===== src/rtl/spi_prefetch_fetch.sv =====
// -----------------------------------------------------------------------------
// spi_prefetch_fetch
//
// Streams CPU instructions from an external SPI flash (mode 0, sclk = clk/2).
// One READ command is issued per contiguous run of word addresses. Incoming
// words go into a DEPTH-entry prefetch FIFO tagged with their word address.
// A branch flush discards everything buffered or in flight and restarts the
// stream at flush_addr.
//
// Ports:
//   clk, rst       system clock, asynchronous active-high reset
//   flush          discard buffered/in-flight words, restart at flush_addr
//   flush_addr     word address to restart at
//   instr_ready    consumer accepts the head word this cycle
//   instr_valid    FIFO non-empty
//   instr          head word (zero while instr_valid is low)
//   instr_addr     word address of the head word (zero while instr_valid low)
//   spi_cs         chip select, active-low
//   spi_sclk       SPI clock
//   spi_mosi       serial data to flash, spi_mosi_oe its output enable
//   spi_miso       serial data from flash
// -----------------------------------------------------------------------------
module spi_prefetch_fetch #(
  parameter int         INSTR_W    = 16,
  parameter int         ADDR_W     = 16,
  parameter int         DEPTH      = 4,
  parameter int         RESET_ADDR = 0,
  parameter int         CS_GAP     = 2,
  parameter logic [7:0] READ_CMD   = 8'h03
) (
  input  logic               clk,
  input  logic               rst,
  input  logic               flush,
  input  logic [ADDR_W-1:0]  flush_addr,
  input  logic               instr_ready,
  output logic               instr_valid,
  output logic [INSTR_W-1:0] instr,
  output logic [ADDR_W-1:0]  instr_addr,
  output logic               spi_cs,
  output logic               spi_sclk,
  output logic               spi_mosi,
  output logic               spi_mosi_oe,
  input  logic               spi_miso
);

  localparam int BYTES = INSTR_W / 8;
  localparam int PTR_W = (DEPTH > 1) ? $clog2(DEPTH) : 1;
  localparam int CNT_W = PTR_W + 1;
  localparam int BIT_W = $clog2((INSTR_W > 24) ? INSTR_W : 24);
  localparam int GAP_W = (CS_GAP > 1) ? $clog2(CS_GAP) : 1;

  localparam logic [2:0] ST_GAP   = 3'd0;
  localparam logic [2:0] ST_CMD   = 3'd1;
  localparam logic [2:0] ST_ADDR  = 3'd2;
  localparam logic [2:0] ST_DATA  = 3'd3;
  localparam logic [2:0] ST_PAUSE = 3'd4;

  logic [2:0]         state;
  logic [GAP_W-1:0]   gap_cnt;
  logic               ph;          // bit phase: 0 = sclk low, 1 = sclk high
  logic [BIT_W-1:0]   bit_cnt;     // bit index within the current state
  logic [ADDR_W-1:0]  fetch_addr;  // word address of the word being received
  logic [31:0]        tx_sr;       // opcode + 24-bit byte address, MSB first
  logic [INSTR_W-2:0] rx_sr;       // bits received so far of the current word

  logic [PTR_W-1:0]   wr_ptr;
  logic [PTR_W-1:0]   rd_ptr;
  logic [CNT_W-1:0]   count;
  logic [CNT_W-1:0]   count_nxt;
  logic [INSTR_W-1:0] fifo_data [DEPTH];
  logic [ADDR_W-1:0]  fifo_addr [DEPTH];

  logic               shifting;
  logic               tx_phase;
  logic               word_end;
  logic               push;
  logic               pop;
  logic [INSTR_W-1:0] word_in;
  logic [23:0]        byte_addr;

  assign shifting  = (state == ST_CMD) || (state == ST_ADDR) || (state == ST_DATA);
  assign tx_phase  = (state == ST_CMD) || (state == ST_ADDR);

  // miso is sampled on the edge that ends the sclk-high phase, so the word
  // completes on that edge with the live miso bit as its LSB.
  assign word_end  = (state == ST_DATA) && ph && (bit_cnt == BIT_W'(INSTR_W - 1));
  assign word_in   = {rx_sr, spi_miso};
  assign push      = word_end && !flush;
  assign pop       = instr_valid && instr_ready && !flush;
  assign count_nxt = count + CNT_W'(push) - CNT_W'(pop);

  assign byte_addr = 24'(48'(fetch_addr) * 48'(BYTES));

  assign instr_valid = (count != '0);
  assign instr       = instr_valid ? fifo_data[rd_ptr] : '0;
  assign instr_addr  = instr_valid ? fifo_addr[rd_ptr] : '0;

  // Pin outputs decode straight from state so an asynchronous reset
  // releases the bus without waiting for a clock edge.
  assign spi_cs      = (state == ST_GAP);
  assign spi_sclk    = shifting && ph;
  assign spi_mosi_oe = tx_phase;
  assign spi_mosi    = tx_phase && tx_sr[31];

  // Control: sequencer, fetch address and FIFO pointers
  always_ff @(posedge clk or posedge rst) begin
    if (rst) begin
      state      <= ST_GAP;
      gap_cnt    <= '0;
      ph         <= 1'b0;
      bit_cnt    <= '0;
      fetch_addr <= ADDR_W'(RESET_ADDR);
      wr_ptr     <= '0;
      rd_ptr     <= '0;
      count      <= '0;
    end else if (flush) begin
      state      <= ST_GAP;
      gap_cnt    <= '0;
      ph         <= 1'b0;
      bit_cnt    <= '0;
      fetch_addr <= flush_addr;
      wr_ptr     <= '0;
      rd_ptr     <= '0;
      count      <= '0;
    end else begin
      if (push) wr_ptr <= wr_ptr + PTR_W'(1);
      if (pop)  rd_ptr <= rd_ptr + PTR_W'(1);
      count <= count_nxt;

      case (state)
        ST_GAP: begin
          ph      <= 1'b0;
          bit_cnt <= '0;
          if (gap_cnt == GAP_W'(CS_GAP - 1)) begin
            state   <= ST_CMD;
            gap_cnt <= '0;
          end else begin
            gap_cnt <= gap_cnt + GAP_W'(1);
          end
        end

        ST_CMD: begin
          ph <= ~ph;
          if (ph) begin
            if (bit_cnt == BIT_W'(7)) begin
              state   <= ST_ADDR;
              bit_cnt <= '0;
            end else begin
              bit_cnt <= bit_cnt + BIT_W'(1);
            end
          end
        end

        ST_ADDR: begin
          ph <= ~ph;
          if (ph) begin
            if (bit_cnt == BIT_W'(23)) begin
              state   <= ST_DATA;
              bit_cnt <= '0;
            end else begin
              bit_cnt <= bit_cnt + BIT_W'(1);
            end
          end
        end

        ST_DATA: begin
          ph <= ~ph;
          if (ph) begin
            if (word_end) begin
              bit_cnt    <= '0;
              fetch_addr <= fetch_addr + ADDR_W'(1);
              // The last word of the address space closes the transaction
              // so the flash never reads past the ADDR_W range.
              if (&fetch_addr) begin
                state <= ST_GAP;
              end else if (count_nxt == CNT_W'(DEPTH)) begin
                state <= ST_PAUSE;
              end
            end else begin
              bit_cnt <= bit_cnt + BIT_W'(1);
            end
          end
        end

        ST_PAUSE: begin
          // cs stays low; the read simply resumes once a slot frees up.
          ph <= 1'b0;
          if (count_nxt < CNT_W'(DEPTH)) state <= ST_DATA;
        end

        default: begin
          state   <= ST_GAP;
          gap_cnt <= '0;
          ph      <= 1'b0;
          bit_cnt <= '0;
        end
      endcase
    end
  end

  // Data: shift registers and FIFO storage (not reset)
  always_ff @(posedge clk) begin
    // Reloaded every GAP cycle so the header always tracks the latest
    // fetch address, including one just written by a flush.
    if (state == ST_GAP) begin
      tx_sr <= {READ_CMD, byte_addr};
    end else if (tx_phase && ph) begin
      tx_sr <= {tx_sr[30:0], 1'b0};
    end

    if ((state == ST_DATA) && ph) begin
      rx_sr <= word_in[INSTR_W-2:0];
    end

    if (push) begin
      fifo_data[wr_ptr] <= word_in;
      fifo_addr[wr_ptr] <= fetch_addr;
    end
  end

endmodule


===== config.mk =====
export PLATFORM = sky130hd
export DESIGN_NAME = spi_prefetch_fetch
export DESIGN_NICKNAME = d
export VERILOG_FILES = /design/src/rtl/spi_prefetch_fetch.sv
export SDC_FILE = /design/constraint.sdc
export NUM_CORES = 1
export LEC_CHECK = 0
export ABC_AREA = 1
export CELL_PAD_IN_SITES_DETAIL_PLACEMENT = 1
export CELL_PAD_IN_SITES_GLOBAL_PLACEMENT = 1
export CORE_ASPECT_RATIO = 1.1
export CORE_UTILIZATION = 47
export DETAILED_ROUTE_END_ITERATION = 10
export PLACE_DENSITY = 0.86
export SETUP_SLACK_MARGIN = 0.1
export SLEW_MARGIN = 10
export SYNTH_ARGS = -nofsm -noshare
export SYNTH_HDL_FRONTEND = slang
export SYNTH_SLANG_ARGS = --single-unit

===== constraint.sdc =====
create_clock -name clk -period 3.9 [get_ports clk]
set_input_delay 0.585 -clock clk [delete_from_list [all_inputs] [get_ports clk]]
set_output_delay 0.585 -clock clk [all_outputs]
set_load 0.03 [all_outputs]

==> results.toml <==
[outcome]
status = "finished clean"

[cts]
cts_hold_buffers = 0
htree_levels = 1
clock_sinks = 207
cts-root-buf = "clkbuf_16"
cts_resized = 0
postCtsSetupBuffers = 0
cts_inserted_buffers = 22
clk_transition_reported_paths_ns = 0.06
clock_latency_ns = 0.50
cts_buffer_depth = 3
cts_tree = "built"

[synth]
synth.most_common_cell = "nor2_1"
synth.top_cell.area_share_pct = 54.1
yosysWarnings = 0
ys_ff_latch = 207
synthCells = 823
synth_edf_count = 159
synth_flop_cell = "edfxtp_1"
syn_nets = 854
yosys-top-cells-count = "189 x nor2_1, 159 x edfxtp_1, 100 x nand2_1"
synth.area.top_cells = "edfxtp_1 54%, dfrtp_1 9.4%, nor2_1 8.0%"
avgSynthCellArea_um2 = 10.7
async_flop_share_pct = 15.9
synth_top_area_cell = "edfxtp_1"
ys_seq_area_share_pct = 66.9
syn-cell-area_mm2 = 0.00882
yosysUniqueCellTypes = 39

[critical_path]
crit_fanout = 65
cp.required_ns = 3.31
crit_chain = "buf_4 > nor2_1 > nor2_1 > o21ai_0 > a21oi_1 > clkdlybuf4s50_1"
crit_slowest_cell = "clkdlybuf4s50_1"
critPathCaptureType = "output pin"
cp_data_arrival_time_ns = 2.81
crit_path_start_kind = "flip-flop"
cp_slowest_stage_delay_ns = 0.73
critPathKind = "reg2out"
cpMostUsedCell = "nor2_1"

[die]
die_w_um = 133
ios = 58
dieArea_mm2 = 0.0193
die_h_um = 146
fp-row-count = 52
initial_core_util_pct = 47.9
core_mm2 = 0.0184

[sta]
drv_slew = 0
fin_tns_setup_ns = 0
slew_headroom_pct = 49.1
fin_crit_ns = 3.40
tightest_slew_ns = 0.763
max_clock_freq_ghz = 0.294
setup_ws_ns = 0.504
setup_violations = 0
clock_skew_ns = 0.0116
rsz0062_at_grt = "no"
fin_crit_sh_pct = 87.1
hold_violations = 0

[cells_and_area]
post_route_cells_drive_above_1_share_pct = 11.9
n_antenna_cell = 0
area_growth_pct = 17.5
fillers = 1974
finalInstanceArea_mm2 = 0.0104
nNetsFinal = 920
final_util_pct = 56.3

[min_path]
worstHoldPathType = "reg2reg"

[detailed_routing]
antenna_left = 0
vias = 6201
route.detailed.wl_per_inst_um = 19.6
drc = 0
drtIter0Drc = 341
vias_per_cell = 5.40
drt_wl_total_um = 22500
drt_first_pass_iters = 4

[pwr]
p_leak_uw = 0.00398
total_power_uw = 6870
powerDensity_mw_per_mm2 = 662
ir_drop_v = 0.000629

[placed_design]
dp_hpwl_um = 14800
postPlaceCellArea_mm2 = 0.00966
pre_cts_ws_ns = 0.710
gp_congestion = 0.864
io_buffers = 57

[run]
maxCapViolations = 0

[global_route]
grt_max_degree = 66
grt_pass1_wl_um = 35700
grt-ovfl-total = 0
antenna_found_initial = 0
grt_pass1_vias = 6627
gr-usage-all-layers_pct = 24.0
cells in the final DEF, fill, tap and decap left out, types with 4 or more instances in the layout:
master and n:
inv_2 8, nor3_1 5, nand2_1 100, inv_1 57
nand4_1 7, buf_4 34, o211ai_1 5, a21oi_1 40
nor2_2 7, dfrtp_1 32, clkdlybuf4s50_1 41, o21ai_2 7
edfxtp_1 159, xor2_1 9, o21ai_0 82, nor2_1 185
dfxtp_1 15, clkbuf_16 23, clkinv_1 4, clkinv_2 9
nand3_1 24, ha_1 9, o21ai_1 12
worst max-delay path: cells and delay by family, from the launching register on:
| family | cells | cell delay, ns |
|---|---|---|
| compound gates | 2 | 0.40 |
| simple gates | 2 | 0.26 |
| flops | 1 | 0.36 |
| buf+inv | 2 | 1.29 |
through the flow:
step                hold slack [ns]  instances
global placement              0.442       1108
CTS                           0.469       1148
finish                        0.463       1148
floorplan                     0.429        823
global route                  0.496       1148
detailed placement            0.453       1108
layer usage:
layer	track usage [%]	vias up	part of all wire, %
met2	45.0	122	54
met3	2.61	42	2.9
li1	-	2921	-
met4	8.16	0	2.6
met5	0	-	0
met1	28.4	3116	40
worst paths after layout:
check	start	end	slack, ns	cells past startpoint
worst max-delay path	rd_ptr[0]	instr_addr[8]	0.50	6
worst min-delay path	tx_sr[24]	tx_sr[25]	0.46	2
worst max register to register	bit_cnt[0]	state[1]	0.70	19
worst min register to register	tx_sr[24]	tx_sr[25]	0.46	2
max in group asynchronous	rst	rd_ptr[0]	3.01	3
min in group asynchronous	rst	bit_cnt[3]	0.50	3
report_power, final:
group	internal [uW]	total, uW	switching [uW]	leakage (uW)
clock	1210	2040	831	0.000356
combinational	656	2080	1420	0.00163
sequential	2620	2750	131	0.00200
flip-flops by register name (all words and copies together), names as in the netlist:
name,cells
wr_ptr,2
rx_sr,15
state,3
gap_cnt,1
fifo_data,64
fifo_addr,64
count,3
tx_sr,31
rd_ptr,2
ph,1
bit_cnt,5
fetch_addr,16
cell type report:
| cell class | count | area, um^2 | share of cell area, % |
|---|---|---|---|
| Clock buffer | 26 | 587 | 5.66 |
| Clock inverter | 14 | 120 | 1.16 |
| Inverter | 67 | 253 | 2.44 |
| Multi-Input combinational cell | 514 | 2500 | 24.1 |
| Sequential cell | 207 | 5900 | 56.9 |
| Tap cell | 243 | 304 | 2.93 |
| Timing Repair Buffer | 77 | 706 | 6.81 |
kinds of logic (layout without fill, tap and decap cells):
logic type,after synthesis,after routing,share of synthesized area [%]
buf+inv,102,184,4.98
fa+ha+maj,10,10,1.50
flops,207,207,66.9
simple gates,341,341,16.0
compound gates,154,154,9.72
xor+xnor,9,9,0.894
No activity file was read; power rests on OpenSTA's default activity.
